<file path="src/rtl/hazard_ctrl_pkg.sv">
// Shared pipeline definitions for the hazard unit: result-select and
// forward-select encodings, FSM state enum and the control bundle.
package riscv_pipe_pkg;

    localparam logic [1:0] RES_ALU  = 2'b00;
    localparam logic [1:0] RES_LOAD = 2'b01;
    localparam logic [1:0] RES_PC4  = 2'b10;

    localparam logic [1:0] FWD_RF = 2'b00;
    localparam logic [1:0] FWD_W  = 2'b01;
    localparam logic [1:0] FWD_M  = 2'b10;

    typedef enum logic {
        RUN,
        MEM_WAIT
    } hz_state_e;

    typedef struct packed {
        logic stall_f;
        logic stall_d;
        logic stall_e;
        logic stall_m;
        logic flush_d;
        logic flush_e;
    } hz_ctrl_t;

endpackage

</file>
<file path="src/rtl/hazard_ctrl_if.sv">
// Pipeline <-> hazard unit bundle: register fields and enables in,
// forward selects and stall/flush controls out.
interface hazard_ctrl_if;

    logic [4:0] Rs1D;
    logic [4:0] Rs2D;
    logic [4:0] Rs1E;
    logic [4:0] Rs2E;
    logic [4:0] RdE;
    logic [4:0] RdM;
    logic [4:0] RdW;
    logic       RegWriteM;
    logic       RegWriteW;
    logic [1:0] ResultSrcE;
    logic       PCSrcE;
    logic       MemReqM;
    logic       mem_ready;
    logic [1:0] ForwardAE;
    logic [1:0] ForwardBE;
    logic       StallF;
    logic       StallD;
    logic       StallE;
    logic       StallM;
    logic       FlushD;
    logic       FlushE;

    modport master (
        output Rs1D, Rs2D, Rs1E, Rs2E, RdE, RdM, RdW,
        output RegWriteM, RegWriteW, ResultSrcE, PCSrcE,
        output MemReqM, mem_ready,
        input  ForwardAE, ForwardBE,
        input  StallF, StallD, StallE, StallM, FlushD, FlushE
    );

    modport slave (
        input  Rs1D, Rs2D, Rs1E, Rs2E, RdE, RdM, RdW,
        input  RegWriteM, RegWriteW, ResultSrcE, PCSrcE,
        input  MemReqM, mem_ready,
        output ForwardAE, ForwardBE,
        output StallF, StallD, StallE, StallM, FlushD, FlushE
    );

endinterface

</file>
<file path="src/rtl/hazard_ctrl_forward_unit.sv">
// Operand bypass select for one Execute source; Memory beats Writeback.
module forward_unit
    import riscv_pipe_pkg::*;
(
    input  logic [4:0] rs,
    input  logic [4:0] rd_m,
    input  logic [4:0] rd_w,
    input  logic       reg_write_m,
    input  logic       reg_write_w,
    output logic [1:0] fwd_sel
);

    logic hit_m;
    logic hit_w;

    assign hit_m = reg_write_m && (rd_m != 5'd0) && (rd_m == rs);
    assign hit_w = reg_write_w && (rd_w != 5'd0) && (rd_w == rs);

    always_comb begin
        fwd_sel = FWD_RF;
        if (hit_m) begin
            fwd_sel = FWD_M;
        end else if (hit_w) begin
            fwd_sel = FWD_W;
        end
    end

endmodule

</file>
<file path="src/rtl/hazard_ctrl.sv">
// Hazard unit: forwarding, stall/flush arbitration, memory-wait FSM.
// Define HAZARD_PERF_CNT_EN to build the saturating performance counters.
module hazard_ctrl
    import riscv_pipe_pkg::*;
#(
    parameter int unsigned MEM_TIMEOUT = 255
) (
    input  logic          clk,
    input  logic          rst,
    hazard_ctrl_if.slave  hz,
    output logic          mem_timeout,
    output logic [31:0]   stall_cnt,
    output logic [31:0]   flush_cnt,
    output logic [31:0]   wait_cnt
);

    localparam logic [15:0] TMO = 16'(MEM_TIMEOUT);

    logic      memstall;
    logic      lwstall;
    hz_ctrl_t  ctrl;

    hz_state_e   state_q, state_d;
    logic [15:0] wait_q, wait_d;
    logic        tmo_q, tmo_d;

    forward_unit u_fwd_a (
        .rs          (hz.Rs1E),
        .rd_m        (hz.RdM),
        .rd_w        (hz.RdW),
        .reg_write_m (hz.RegWriteM),
        .reg_write_w (hz.RegWriteW),
        .fwd_sel     (hz.ForwardAE)
    );

    forward_unit u_fwd_b (
        .rs          (hz.Rs2E),
        .rd_m        (hz.RdM),
        .rd_w        (hz.RdW),
        .reg_write_m (hz.RegWriteM),
        .reg_write_w (hz.RegWriteW),
        .fwd_sel     (hz.ForwardBE)
    );

    assign memstall = hz.MemReqM && !hz.mem_ready;
    assign lwstall  = (hz.ResultSrcE == RES_LOAD) && (hz.RdE != 5'd0) &&
                      ((hz.RdE == hz.Rs1D) || (hz.RdE == hz.Rs2D));

    always_comb begin
        ctrl = '0;
        if (memstall) begin
            ctrl.stall_f = 1'b1;
            ctrl.stall_d = 1'b1;
            ctrl.stall_e = 1'b1;
            ctrl.stall_m = 1'b1;
        end else if (hz.PCSrcE) begin
            ctrl.flush_d = 1'b1;
            ctrl.flush_e = 1'b1;
        end else if (lwstall) begin
            ctrl.stall_f = 1'b1;
            ctrl.stall_d = 1'b1;
            ctrl.flush_e = 1'b1;
        end
    end

    assign hz.StallF = ctrl.stall_f;
    assign hz.StallD = ctrl.stall_d;
    assign hz.StallE = ctrl.stall_e;
    assign hz.StallM = ctrl.stall_m;
    assign hz.FlushD = ctrl.flush_d;
    assign hz.FlushE = ctrl.flush_e;

    // Wait counter only counts edges already spent in MEM_WAIT.
    always_comb begin
        state_d = state_q;
        wait_d  = wait_q;
        tmo_d   = tmo_q;
        unique case (state_q)
            RUN:      if (memstall)  state_d = MEM_WAIT;
            MEM_WAIT: if (!memstall) state_d = RUN;
        endcase
        if (state_d == RUN) begin
            wait_d = '0;
        end else if (state_q == MEM_WAIT && memstall && wait_q != TMO) begin
            wait_d = wait_q + 16'd1;
        end
        if (wait_d == TMO) begin
            tmo_d = 1'b1;
        end
    end

    always_ff @(posedge clk or posedge rst) begin
        if (rst) begin
            state_q <= RUN;
            wait_q  <= '0;
            tmo_q   <= 1'b0;
        end else begin
            state_q <= state_d;
            wait_q  <= wait_d;
            tmo_q   <= tmo_d;
        end
    end

    assign mem_timeout = tmo_q;

`ifdef HAZARD_PERF_CNT_EN
    logic [31:0] stall_cnt_q, stall_cnt_d;
    logic [31:0] flush_cnt_q, flush_cnt_d;
    logic [31:0] wait_cnt_q, wait_cnt_d;

    always_comb begin
        stall_cnt_d = stall_cnt_q;
        flush_cnt_d = flush_cnt_q;
        wait_cnt_d  = wait_cnt_q;
        if (memstall) begin
            if (!(&wait_cnt_q)) wait_cnt_d = wait_cnt_q + 32'd1;
        end else if (hz.PCSrcE) begin
            if (!(&flush_cnt_q)) flush_cnt_d = flush_cnt_q + 32'd1;
        end else if (lwstall) begin
            if (!(&stall_cnt_q)) stall_cnt_d = stall_cnt_q + 32'd1;
        end
    end

    always_ff @(posedge clk or posedge rst) begin
        if (rst) begin
            stall_cnt_q <= '0;
            flush_cnt_q <= '0;
            wait_cnt_q  <= '0;
        end else begin
            stall_cnt_q <= stall_cnt_d;
            flush_cnt_q <= flush_cnt_d;
            wait_cnt_q  <= wait_cnt_d;
        end
    end

    assign stall_cnt = stall_cnt_q;
    assign flush_cnt = flush_cnt_q;
    assign wait_cnt  = wait_cnt_q;
`else
    assign stall_cnt = '0;
    assign flush_cnt = '0;
    assign wait_cnt  = '0;
`endif

endmodule

</file>
<file path="src/flat_wrapper.sv">
// flat-port wrapper written by rule: the top's interface ports become plain ports
module hazard_ctrl_flat import riscv_pipe_pkg::*;
#(
    parameter int unsigned MEM_TIMEOUT = 255
)
  (clk, rst, mem_timeout, stall_cnt, flush_cnt, wait_cnt, hz_Rs1D, hz_Rs2D, hz_Rs1E, hz_Rs2E, hz_RdE, hz_RdM, hz_RdW, hz_RegWriteM, hz_RegWriteW, hz_ResultSrcE, hz_PCSrcE, hz_MemReqM, hz_mem_ready, hz_ForwardAE, hz_ForwardBE, hz_StallF, hz_StallD, hz_StallE, hz_StallM, hz_FlushD, hz_FlushE);
  hazard_ctrl_if hz_i ();
  input  logic clk;
  input  logic rst;
  output logic mem_timeout;
  output logic [31:0] stall_cnt;
  output logic [31:0] flush_cnt;
  output logic [31:0] wait_cnt;
  input wire logic [$bits(hz_i.Rs1D)-1:0] hz_Rs1D;
  input wire logic [$bits(hz_i.Rs2D)-1:0] hz_Rs2D;
  input wire logic [$bits(hz_i.Rs1E)-1:0] hz_Rs1E;
  input wire logic [$bits(hz_i.Rs2E)-1:0] hz_Rs2E;
  input wire logic [$bits(hz_i.RdE)-1:0] hz_RdE;
  input wire logic [$bits(hz_i.RdM)-1:0] hz_RdM;
  input wire logic [$bits(hz_i.RdW)-1:0] hz_RdW;
  input wire logic [$bits(hz_i.RegWriteM)-1:0] hz_RegWriteM;
  input wire logic [$bits(hz_i.RegWriteW)-1:0] hz_RegWriteW;
  input wire logic [$bits(hz_i.ResultSrcE)-1:0] hz_ResultSrcE;
  input wire logic [$bits(hz_i.PCSrcE)-1:0] hz_PCSrcE;
  input wire logic [$bits(hz_i.MemReqM)-1:0] hz_MemReqM;
  input wire logic [$bits(hz_i.mem_ready)-1:0] hz_mem_ready;
  output wire logic [$bits(hz_i.ForwardAE)-1:0] hz_ForwardAE;
  output wire logic [$bits(hz_i.ForwardBE)-1:0] hz_ForwardBE;
  output wire logic [$bits(hz_i.StallF)-1:0] hz_StallF;
  output wire logic [$bits(hz_i.StallD)-1:0] hz_StallD;
  output wire logic [$bits(hz_i.StallE)-1:0] hz_StallE;
  output wire logic [$bits(hz_i.StallM)-1:0] hz_StallM;
  output wire logic [$bits(hz_i.FlushD)-1:0] hz_FlushD;
  output wire logic [$bits(hz_i.FlushE)-1:0] hz_FlushE;
  assign hz_i.Rs1D = hz_Rs1D;
  assign hz_i.Rs2D = hz_Rs2D;
  assign hz_i.Rs1E = hz_Rs1E;
  assign hz_i.Rs2E = hz_Rs2E;
  assign hz_i.RdE = hz_RdE;
  assign hz_i.RdM = hz_RdM;
  assign hz_i.RdW = hz_RdW;
  assign hz_i.RegWriteM = hz_RegWriteM;
  assign hz_i.RegWriteW = hz_RegWriteW;
  assign hz_i.ResultSrcE = hz_ResultSrcE;
  assign hz_i.PCSrcE = hz_PCSrcE;
  assign hz_i.MemReqM = hz_MemReqM;
  assign hz_i.mem_ready = hz_mem_ready;
  assign hz_ForwardAE = hz_i.ForwardAE;
  assign hz_ForwardBE = hz_i.ForwardBE;
  assign hz_StallF = hz_i.StallF;
  assign hz_StallD = hz_i.StallD;
  assign hz_StallE = hz_i.StallE;
  assign hz_StallM = hz_i.StallM;
  assign hz_FlushD = hz_i.FlushD;
  assign hz_FlushE = hz_i.FlushE;
  hazard_ctrl #(.MEM_TIMEOUT(MEM_TIMEOUT)) u_core (.clk(clk), .rst(rst), .hz(hz_i), .mem_timeout(mem_timeout), .stall_cnt(stall_cnt), .flush_cnt(flush_cnt), .wait_cnt(wait_cnt));
endmodule
</file>
<file path="config.mk">
export PLATFORM = sky130hd
export DESIGN_NAME = hazard_ctrl_flat
export DESIGN_NICKNAME = d
export VERILOG_FILES = /design/src/rtl/hazard_ctrl_pkg.sv /design/src/rtl/hazard_ctrl_if.sv /design/src/rtl/hazard_ctrl_forward_unit.sv /design/src/rtl/hazard_ctrl.sv /design/src/flat_wrapper.sv
export SDC_FILE = /design/constraint.sdc
export NUM_CORES = 1
export LEC_CHECK = 0
export CORE_ASPECT_RATIO = 0.9
export CORE_MARGIN = 2
export CORE_UTILIZATION = 41
export CTS_CLUSTER_DIAMETER = 60
export DETAILED_ROUTE_END_ITERATION = 16
export PLACE_DENSITY = 0.89
export SLEW_MARGIN = 10
export SYNTH_ARGS = -nofsm -noshare
export SYNTH_HDL_FRONTEND = slang
export SYNTH_HIERARCHICAL = 1
export SYNTH_SLANG_ARGS = --single-unit
</file>
<file path="constraint.sdc">
create_clock -name clk -period 3.1 [get_ports clk]
set_input_delay 0.62 -clock clk [delete_from_list [all_inputs] [get_ports clk]]
set_output_delay 0.62 -clock clk [all_outputs]
set_load 0.02 [all_outputs]
</file>
==> results of run 1 <==
## state kept, by name (all words and copies together), names as in the netlist
name and cells:
u_core/wait_q 16, u_core/mem_timeout 1, u_core/state_q 1
## metal layers
metal	part of all wire (%)	vias to the layer above	GRT usage (%)
met4	1.9	0	5.87
met5	0	-	0
met2	53	92	25.4
met3	6.9	10	1.73
met1	38	806	16.0
li1	-	910	-
## cells by family after synthesis
group / Yosys count
buffers and inverters: 113
AND/OR/NAND/NOR: 96
XOR/XNOR: 42
AO/OA/AOI/OAI: 26
flip-flops: 18
adder cells (fa/ha/maj): 1
other: 1
## per-stage QoR
stage	utilization, %	worst slack (ns)	instance area [sq um]	std cells
5_1_grt	47.0	0.00773	2660	418
3_3_place_gp	46.1	-0.284	2610	414
2_1_floorplan	-	0.626	2760	392
3_5_place_dp	46.1	-0.391	2610	414
4_1_cts	47.0	-0.00158	2660	418
6_report	47.0	0.0780	2660	418
## power by group through the flow
stage | clock network, mW | registers, mW | logic [mW]
6_report | 0.193 | 0.239 | 0.257
5_1_grt | 0.205 | 0.239 | 0.275
4_1_cts | 0.197 | 0.239 | 0.255
3_5_place_dp | 0 | 0.243 | 0.257
3_3_place_gp | 0 | 0.243 | 0.253
2_1_floorplan | 0 | 0.242 | 0.261
## critical path: cells and delay by family
family | cells | cell delay (ns)
xor gates and xnor gates | 1 | 0.14
buffers and inverters | 3 | 1.30
AOI/OAI and AO/OA | 1 | 0.26
and+or+nand+nor | 1 | 0.08
## how the worst max path moves through the flow
stage / start / to / slack, ns / cells after the start
2_1_floorplan: hz_RdE[4] / hz_StallF / 0.63 / 7
3_3_place_gp: hz_RdE[4] / hz_StallD / -0.28 / 8
3_5_place_dp: hz_RdE[4] / hz_StallF / -0.39 / 8
4_1_cts: hz_RdE[4] / hz_StallD / -0.002 / 8
5_1_grt: hz_RdE[3] / hz_StallF / 0.008 / 8
6_report: hz_Rs2E[0] / hz_ForwardBE[1] / 0.08 / 6
## layout by cell type (no fill, tap or decap), types with 4 or more instances in the layout
master	instances
a21oi_1	7
a31oi_1	4
buf_4	7
clkbuf_8	4
clkdlybuf4s50_1	43
conb_1	96
dfrtp_1	18
dlygate4sd2_1	5
inv_1	4
nand2_1	16
nand3_1	16
nand4_1	4
nor2_1	22
nor3_1	11
nor4_1	4
xnor2_1	26
xor2_1	16
## what timing repair did
action                                  4_1_cts  5_1_grt
endpoints found under the setup margin        6        5
resized for setup                            10       11
buffers inserted                              0        0
pin swaps                                     0        2
## area by class of cell
| class | count | area [sq um] | area share (%) |
|---|---|---|---|
| clock buffers | 4 | 55.1 | 2.07 |
| repair buffers | 61 | 579 | 21.8 |
| flip-flops and latches | 18 | 450 | 16.9 |
| multi-input cells | 261 | 1470 | 55.4 |
| inverters | 4 | 15.0 | 0.564 |
| well taps | 70 | 87.6 | 3.29 |
==> run metrics, run 1 <==
Worst Hold Path Cells=1; global-route usage over all layers=around 14%; Post-synth ARST share=100%; CTS tree=built; final hold vios=0; number of vias per cell=between 4 and 5; top cells by count, synth=buf_4 (101), xnor2_1 (26), nor2_1 (22), dfrtp_1 (18); Critical Path RT=about 2.5 ns; drt first-iter violations=roughly 130; crit-path max FO=3; mux cell area share after synthesis=0%; FF-to-FF path depth=6; core footprint=approximately 5700 sq um; Setup CP Type=in -> out; via count=about 1,800; dominant cells by area after synthesis=buf_4 (32%), dfrtp_1 (19%), xnor2_1 (9.5%); count leader, synth=buf_4; FMAX=0.331 GHz; Worst Max-Slew Pin Slew=just under 0.7 ns; Ant. Diodes=0; first-pass GRT wire length=around 7500 um; vias in the first global route=about 1,700; crit path capture type=output pin; row count=26; Min Hold Slack=0.469 ns; layout cells sized above 1=8.05%; antenna-violating nets left=0; Worst EP arrival=2.40 ns; DIE WIDTH=approximately 85 um; CTS Buffer Depth=2; Setup TNS=0 ns; main combinational cell family by area after synthesis=buffers and inverters; hold crit path type=reg -> reg; Yosys warnings=6; Layout fillers=around 550; Clock transition at path regs=0.06 ns; #FFs+latches synth=18; clk_lat worst skew=around 0.26 ns; Synth Area in Compound Gates=under 10%; Setup Viol. Count Final=0; xor/xnor share of the synthesized area=15.3%; Cells after Synth=~300; switching portion of total power=36.8%; Pint=0.435 mW; CTS Buf Count=3; synthesized area=2400 sq um; area leader, netlist=buf_4; Largest stage delay, worst path=approximately 0.6 ns; Slew Limit Fails=0; Hold-fix buffers, CTS=0; LEAKAGE=roughly 1.2 nW; startpoint class of the critical path=primary input; Tcrit/Tclk final=97.5%; CP max-delay cell=clkdlybuf4s50_1; GPL Wtd Cong=between 0.8 and 0.9; pin count of the biggest net entering global routing=19; adder-cell share of the synthesized area=less than 1%; RSZ-0062 raised after global routing=false; switching power=0.253 mW; Power Density=approximately 260 nW/um^2; post-synth top area share=about a third; clock network power share=28.0%; Final Power=0.689 mW; initial antenna violation count=0; Final Skew=0.00676 ns; Max-Cap Viols=0; Root Buffer=clkbuf_8; Crit Reg-Reg Startpoint=u_core/wait_q[3]; router iterations before antenna repair=4; Yosys cell types=44; Clock Sinks=18; starting density of the core=42.4%; R2R Path End=u_core/mem_timeout; sequential area share after synthesis=around a fifth; routed len/inst=around 11 um; Post-synth EDFFs=0; Area Overhead vs Synth=10.9%; Synth Area in Simple Gates=between 20% and 30%; Die ar.=~6500 sq um; min-delay src=u_core/mem_timeout; final net count=about 390; end of the worst hold path=u_core/mem_timeout; residual DRC count=0; ys flop type=dfrtp_1; R2R setup slack=a little under 1 ns; grt total ovfl=0; Max VDD drop=0.000227 V; # H-tree levels=1; Mean Syn Cell Area=slightly above 8 sq um; combinational power share=37.3%; Final HPWL DP=approximately 3900 um; drt total wl=around 4800 um; Final Critical Period=3.02 ns; Slew Limit Headroom=54.9%; IO Pins=between 150 and 200; Port Buf Inserts=54; Die Ht=roughly 77 um; worst-path cell chain=clkdlybuf4s50_1, xnor2_1, nand2_1, a211oi_2, buf_4, clkdlybuf4s50_1; status=finished clean; cell mode on critical path=clkdlybuf4s50_1; Seq pwr share=34.7%
Note: power is estimated with default switching activity, not from simulation.
==> inputs of run 2 (changes only) <==
--- a/config.mk
+++ b/config.mk
@@ -10,8 +10,8 @@
 export CORE_UTILIZATION = 41
 export CTS_CLUSTER_DIAMETER = 60
 export DETAILED_ROUTE_END_ITERATION = 16
+export MAX_ROUTING_LAYER = met4
 export PLACE_DENSITY = 0.89
-export SLEW_MARGIN = 10
 export SYNTH_ARGS = -nofsm -noshare
 export SYNTH_HDL_FRONTEND = slang
 export SYNTH_HIERARCHICAL = 1
==> run 2 against run 1 <==
Final cell count is the same. Sequential power is essentially flat. Non-clock buffer count is the same. Worst hold slack is essentially flat. First-iteration DRC count shrank 13%. Critical endpoint unchanged. Largest power group unchanged.
==> run metrics, run 2 (same netlist as run 1, synthesis figures left out) <==
CTS Buf Count=3; setup ws final=~0.076 ns; routed len/inst=11.5 um; GPL Wtd Cong=between 0.9 and 1; final net count=approximately 400; core footprint=5660 sq um; starting density of the core=42.4%; Setup Viol. Count Final=0; placed cell areas=roughly 2600 sq um; largest register by flop count=u_core/wait_q; residual DRC count=0; Final Power=0.689 mW; Max VDD drop=roughly 0.00023 V; Max-Cap Viols=0; Final Critical Period=between 3 and 4 ns; via count=about 1,800; Non-Filler Instances=418; initial antenna violation count=0; crit path capture type=output pin; Largest stage delay, worst path=0.60 ns; Clock transition at path regs=approximately 0.06 ns; row count=26; Power Density=259 nW/um^2; Die Ht=between 70 and 80 um; Setup Buffers After CTS=0; layout cells sized above 1=just over 8%; crit-path max FO=3; Clock Sinks=18; most frequent cells in the layout=conb_1 (96), clkdlybuf4s50_1 (43), xnor2_1 (26); Die ar.=6480 sq um; Area Overhead vs Synth=10.9%; hold crit path type=reg -> reg; Slew Limit Fails=0; startpoint class of the critical path=primary input; most common cell after layout, fill and taps aside=conb_1; DIE WIDTH=between 80 and 90 um; Detail Route met3 WL=about 310 um; vias in the first global route=between 1,500 and 2,000; Setup CP Type=in -> out; router iterations before antenna repair=4; Met2 Wirelength=around 2600 um; Setup WS pre-CTS=-0.391 ns; worst-path cell chain=clkdlybuf4s50_1, xnor2_1, nand2_1, a211oi_2, buf_4, clkdlybuf4s50_1; number of flip-flops under the largest register name=16; Worst EP arrival=around 2.4 ns; Worst Max-Slew Pin Slew=0.675 ns; Top Layer Used=met4; LEAKAGE=between 1 and 1.5 nW; drt total wl=a little under 5000 um; Port Buf Inserts=54; Finished Cell Area=2660 sq um; number of vias per cell=~4.4; drt first-iter violations=between 100 and 150; final hold vios=0; # H-tree levels=1; CP max-delay cell=clkdlybuf4s50_1; Final HPWL DP=between 3000 and 4000 um; # placed instances=between 400 and 500; Final Skew=around 0.0066 ns; Critical Path RT=2.48 ns; pin count of the biggest net entering global routing=19; CTS Buffer Depth=2; status=finished clean; IO Pins=about 150; Root Buffer=clkbuf_8; Slew Limit Headroom=55.0%; FMAX=around 0.33 GHz; CTS tree=built; grt total ovfl=0; RSZ-0062 raised after global routing=false; Tcrit/Tclk final=a little over nine tenths; Ant. Diodes=0; cell mode on critical path=clkdlybuf4s50_1; first-pass GRT wire length=7530 um; Metal-1 WL=about 1800 um; global-route usage over all layers=between 10% and 20%; clk_lat worst skew=0.26 ns; antenna-violating nets left=0
==> run 2: power breakdown <==
part | switching (mW) | internal (mW)
Combinational | 0.171 | 0.0864
Sequential | 0.00304 | 0.236
Clock | 0.0799 | 0.113
==> run 2: critical path: cells and delay by family <==
kind	cells	cell delay [ns]
AO/OA/AOI/OAI	1	0.26
buffers and inverters	3	1.30
AND/OR/NAND/NOR	1	0.08
XOR/XNOR	1	0.14
==> run 2: layout make-up <==
class,count,area [sq um]
clock buffers,4,55.1
fillers,554,3000
inverters,4,15.0
multi-input cells,261,1470
flip-flops and latches,18,450
well taps,70,87.6
repair buffers,61,579
==> run 2: final timing paths <==
check / cells past startpoint / from / slack, ns / endpoint
setup / recovery: 6 / hz_Rs2E[0] / 0.08 / hz_ForwardBE[1]
setup reg to reg: 6 / u_core/wait_q[3] / 0.98 / u_core/mem_timeout
min in group asynchronous: 2 / rst / 0.76 / u_core/wait_q[6]
max in group asynchronous: 2 / rst / 1.90 / u_core/wait_q[14]
hold / removal: 1 / u_core/mem_timeout / 0.47 / u_core/mem_timeout
hold reg to reg: 1 / u_core/mem_timeout / 0.47 / u_core/mem_timeout
==> run 2: what timing repair did <==
item,4_1_cts,5_1_grt
resized for setup,10,11
hold buffers,0,0
pin swaps,0,2
gates cloned,0,0
endpoints found under the setup margin,6,5
==> run 2: per-layer routing <==
layer	track usage, %	vias up
met5	-	-
met4	5.87	0
met3	1.52	13
met2	25.3	95
met1	16.4	818
li1	-	906
==> run 2: stage by stage <==
stage / utilization (%) / hold WS (ns) / TNS, ns
floorplan: - / 0.551 / 0
global placement: 46.1 / 0.458 / -0.818
detailed placement: 46.1 / 0.457 / -1.19
CTS: 47.0 / 0.472 / -0.00158
global route: 47.0 / 0.493 / 0
finish: 47.0 / 0.469 / 0
==> inputs of run 3 (changes only) <==
--- a/config.mk
+++ b/config.mk
@@ -7,11 +7,11 @@
 export LEC_CHECK = 0
 export CORE_ASPECT_RATIO = 0.9
 export CORE_MARGIN = 2
-export CORE_UTILIZATION = 41
+export CORE_UTILIZATION = 38
 export CTS_CLUSTER_DIAMETER = 60
 export DETAILED_ROUTE_END_ITERATION = 16
 export MAX_ROUTING_LAYER = met4
-export PLACE_DENSITY = 0.89
+export PLACE_DENSITY = 0.83
 export SYNTH_ARGS = -nofsm -noshare
 export SYNTH_HDL_FRONTEND = slang
 export SYNTH_HIERARCHICAL = 1
==> constraint.sdc (replaced) <==
create_clock -name clk -period 3 [get_ports clk]
set_input_delay 0.6 -clock clk [delete_from_list [all_inputs] [get_ports clk]]
set_output_delay 0.6 -clock clk [all_outputs]
set_load 0.02 [all_outputs]
==> run 3 against run 2 <==
Count of clock-buffer cells in the layout is 1 lower. Clock power is 13% lower. Global-route usage shrank 1.4 points. Via count is 0.71% higher. Total power fell by 1.4%. Setup slack better by 0.015 ns. Combinational power increased by 3%. Critical path depth increased by 2. Final cell count up 3.8%. Clock skew decreased by 0.0032 ns. Routed wire length fell by 3.2%. Flip-flop and latch count unchanged. Highest routed layer unchanged.
==> run metrics, run 3 (same netlist as run 1, synthesis figures left out) <==
Tcrit/Tclk final=between 90% and 100%; row count=27; Clock Sinks=18; final hold vios=0; number of flip-flops under the largest register name=16; Final HPWL DP=3750 um; GPL Wtd Cong=~0.9; CTS Buf Count=3; final net count=just under 400; drt first-iter violations=44; clk_lat worst skew=0.26 ns; Setup CP Type=in -> out; layout cells sized above 1=between 7 and 8%; Power Density=256 nW/um^2; pin count of the biggest net entering global routing=19; Max VDD drop=between 0.0001 and 0.00015 V; Setup Viol. Count Final=0; Largest stage delay, worst path=~0.44 ns; IO Pins=151; Die ar.=6960 sq um; Worst Hold Path Cells=1; most common cell after layout, fill and taps aside=conb_1; crit-path max FO=2; worst-path cell chain=clkdlybuf4s50_1, xnor2_1, nand3_1, nor3_1, a31oi_1, nor4b_2, a21o_1, buf_2; # H-tree levels=1; global-route usage over all layers=12.9%; residual DRC count=0; Slew Limit Fails=0; Worst EP arrival=~2.3 ns; largest register by flop count=u_core/wait_q; Hold-fix buffers, CTS=0; crit path capture type=output pin; Setup TNS=0 ns; startpoint class of the critical path=primary input; initial antenna violation count=0; Area Overhead vs Synth=10.7%; via count=roughly 1,800; CP max-delay cell=clkdlybuf4s50_1; Setup Buffers After CTS=0; RSZ-0062 raised after global routing=true; Ant. Diodes=0; most frequent cells in the layout=conb_1 (96), clkdlybuf4s50_1 (41), xnor2_1 (26); hold crit path type=reg -> reg; router iterations before antenna repair=4; Root Buffer=clkbuf_8; number of vias per cell=roughly 4.3; Port Buf Inserts=54; antenna-violating nets left=0; Max-Cap Viols=0; Critical Path RT=2.40 ns; Die Ht=about 79 um; starting density of the core=39.2%; drt total wl=approximately 4700 um; routed len/inst=about 11 um; grt total ovfl=0; CTS Buffer Depth=2; min-delay src=u_core/mem_timeout; CTS tree=built; vias in the first global route=1,649; status=finished clean; Slew Limit Headroom=a little under three fifths; fin util=43.4%; Final Skew=about 0.0034 ns; first-pass GRT wire length=a little over 7000 um; Crit Reg-Reg Startpoint=u_core/wait_q[0]; FF-to-FF path depth=7; Min Hold Slack=just under 0.5 ns; core footprint=6110 sq um; Final Critical Period=~2.9 ns; DIE WIDTH=just under 90 um; FMAX=about 0.34 GHz; LEAKAGE=1.19 nW; Clock transition at path regs=approximately 0.060 ns; crit path from=hz_RdE[1]; Worst Max-Slew Pin Slew=~0.67 ns
[run 3: changes by cell type in the layout (fill, tap and decap cells not counted)]
cell	before	now
clkbuf_8	4	3
nor3_1	11	12
dlymetal6s2s_1	3	2
dlygate4sd2_1	5	8
nor3_2	3	2
clkdlybuf4s50_1	43	41
[run 3: stage by stage]
step	worst slack [ns]	power (mW)	instances	cell area (sq um)
after floorplan	0.566	0.520	392	2760
after global placement	-0.362	0.513	431	2630
after detailed placement	-0.396	0.518	431	2630
after CTS	0.00524	0.688	434	2670
after global routing	-0.0349	0.723	434	2660
final	0.0910	0.680	434	2660
[run 3: worst max-delay path, delay by kind of cell]
family,cells,cell delay [ns]
AND/OR/NAND/NOR,3,0.64
XOR/XNOR,1,0.22
AO/OA/AOI/OAI,2,0.25
buffers and inverters,2,0.60
[run 3: cell type report]
cell class	instances	area [sq um]
fillers	625	3460
multi-input cells	261	1470
repair buffers	61	573
flip-flops and latches	18	450
well taps	87	109
clock buffers	3	41.3
inverters	4	15.0
[run 3: repair_timing]
action                                  in CTS  in global routing
hold endpoints to repair                     0                  0
pin swaps                                    0                  4
gates resized for setup                     17                  5
endpoints found under the setup margin       7                  3
[run 3: worst paths after layout]
kind	end	slack [ns]
min in group asynchronous	u_core/wait_q[8]	0.73
max in group asynchronous	u_core/wait_q[4]	1.84
min	u_core/mem_timeout	0.48
max reg2reg	u_core/mem_timeout	0.78
min reg2reg	u_core/mem_timeout	0.48
max	hz_StallD	0.09
[run 3: layer usage]
layer  track usage, %  part of all wire (%)  routed length, um
met1             14.1                    38               1770
met2             23.0                    54               2520
met3             1.86                   6.1                282
met4             6.15                   1.7                 78
met5                -                     0                  0
[run 3: power breakdown]
| part | switching (mW) | internal, mW | total (mW) |
|---|---|---|---|
| registers | 0.00315 | 0.244 | 0.247 |
| logic | 0.176 | 0.0884 | 0.264 |
| clock network | 0.0787 | 0.0894 | 0.168 |
| total | 0.258 | 0.422 | 0.680 |
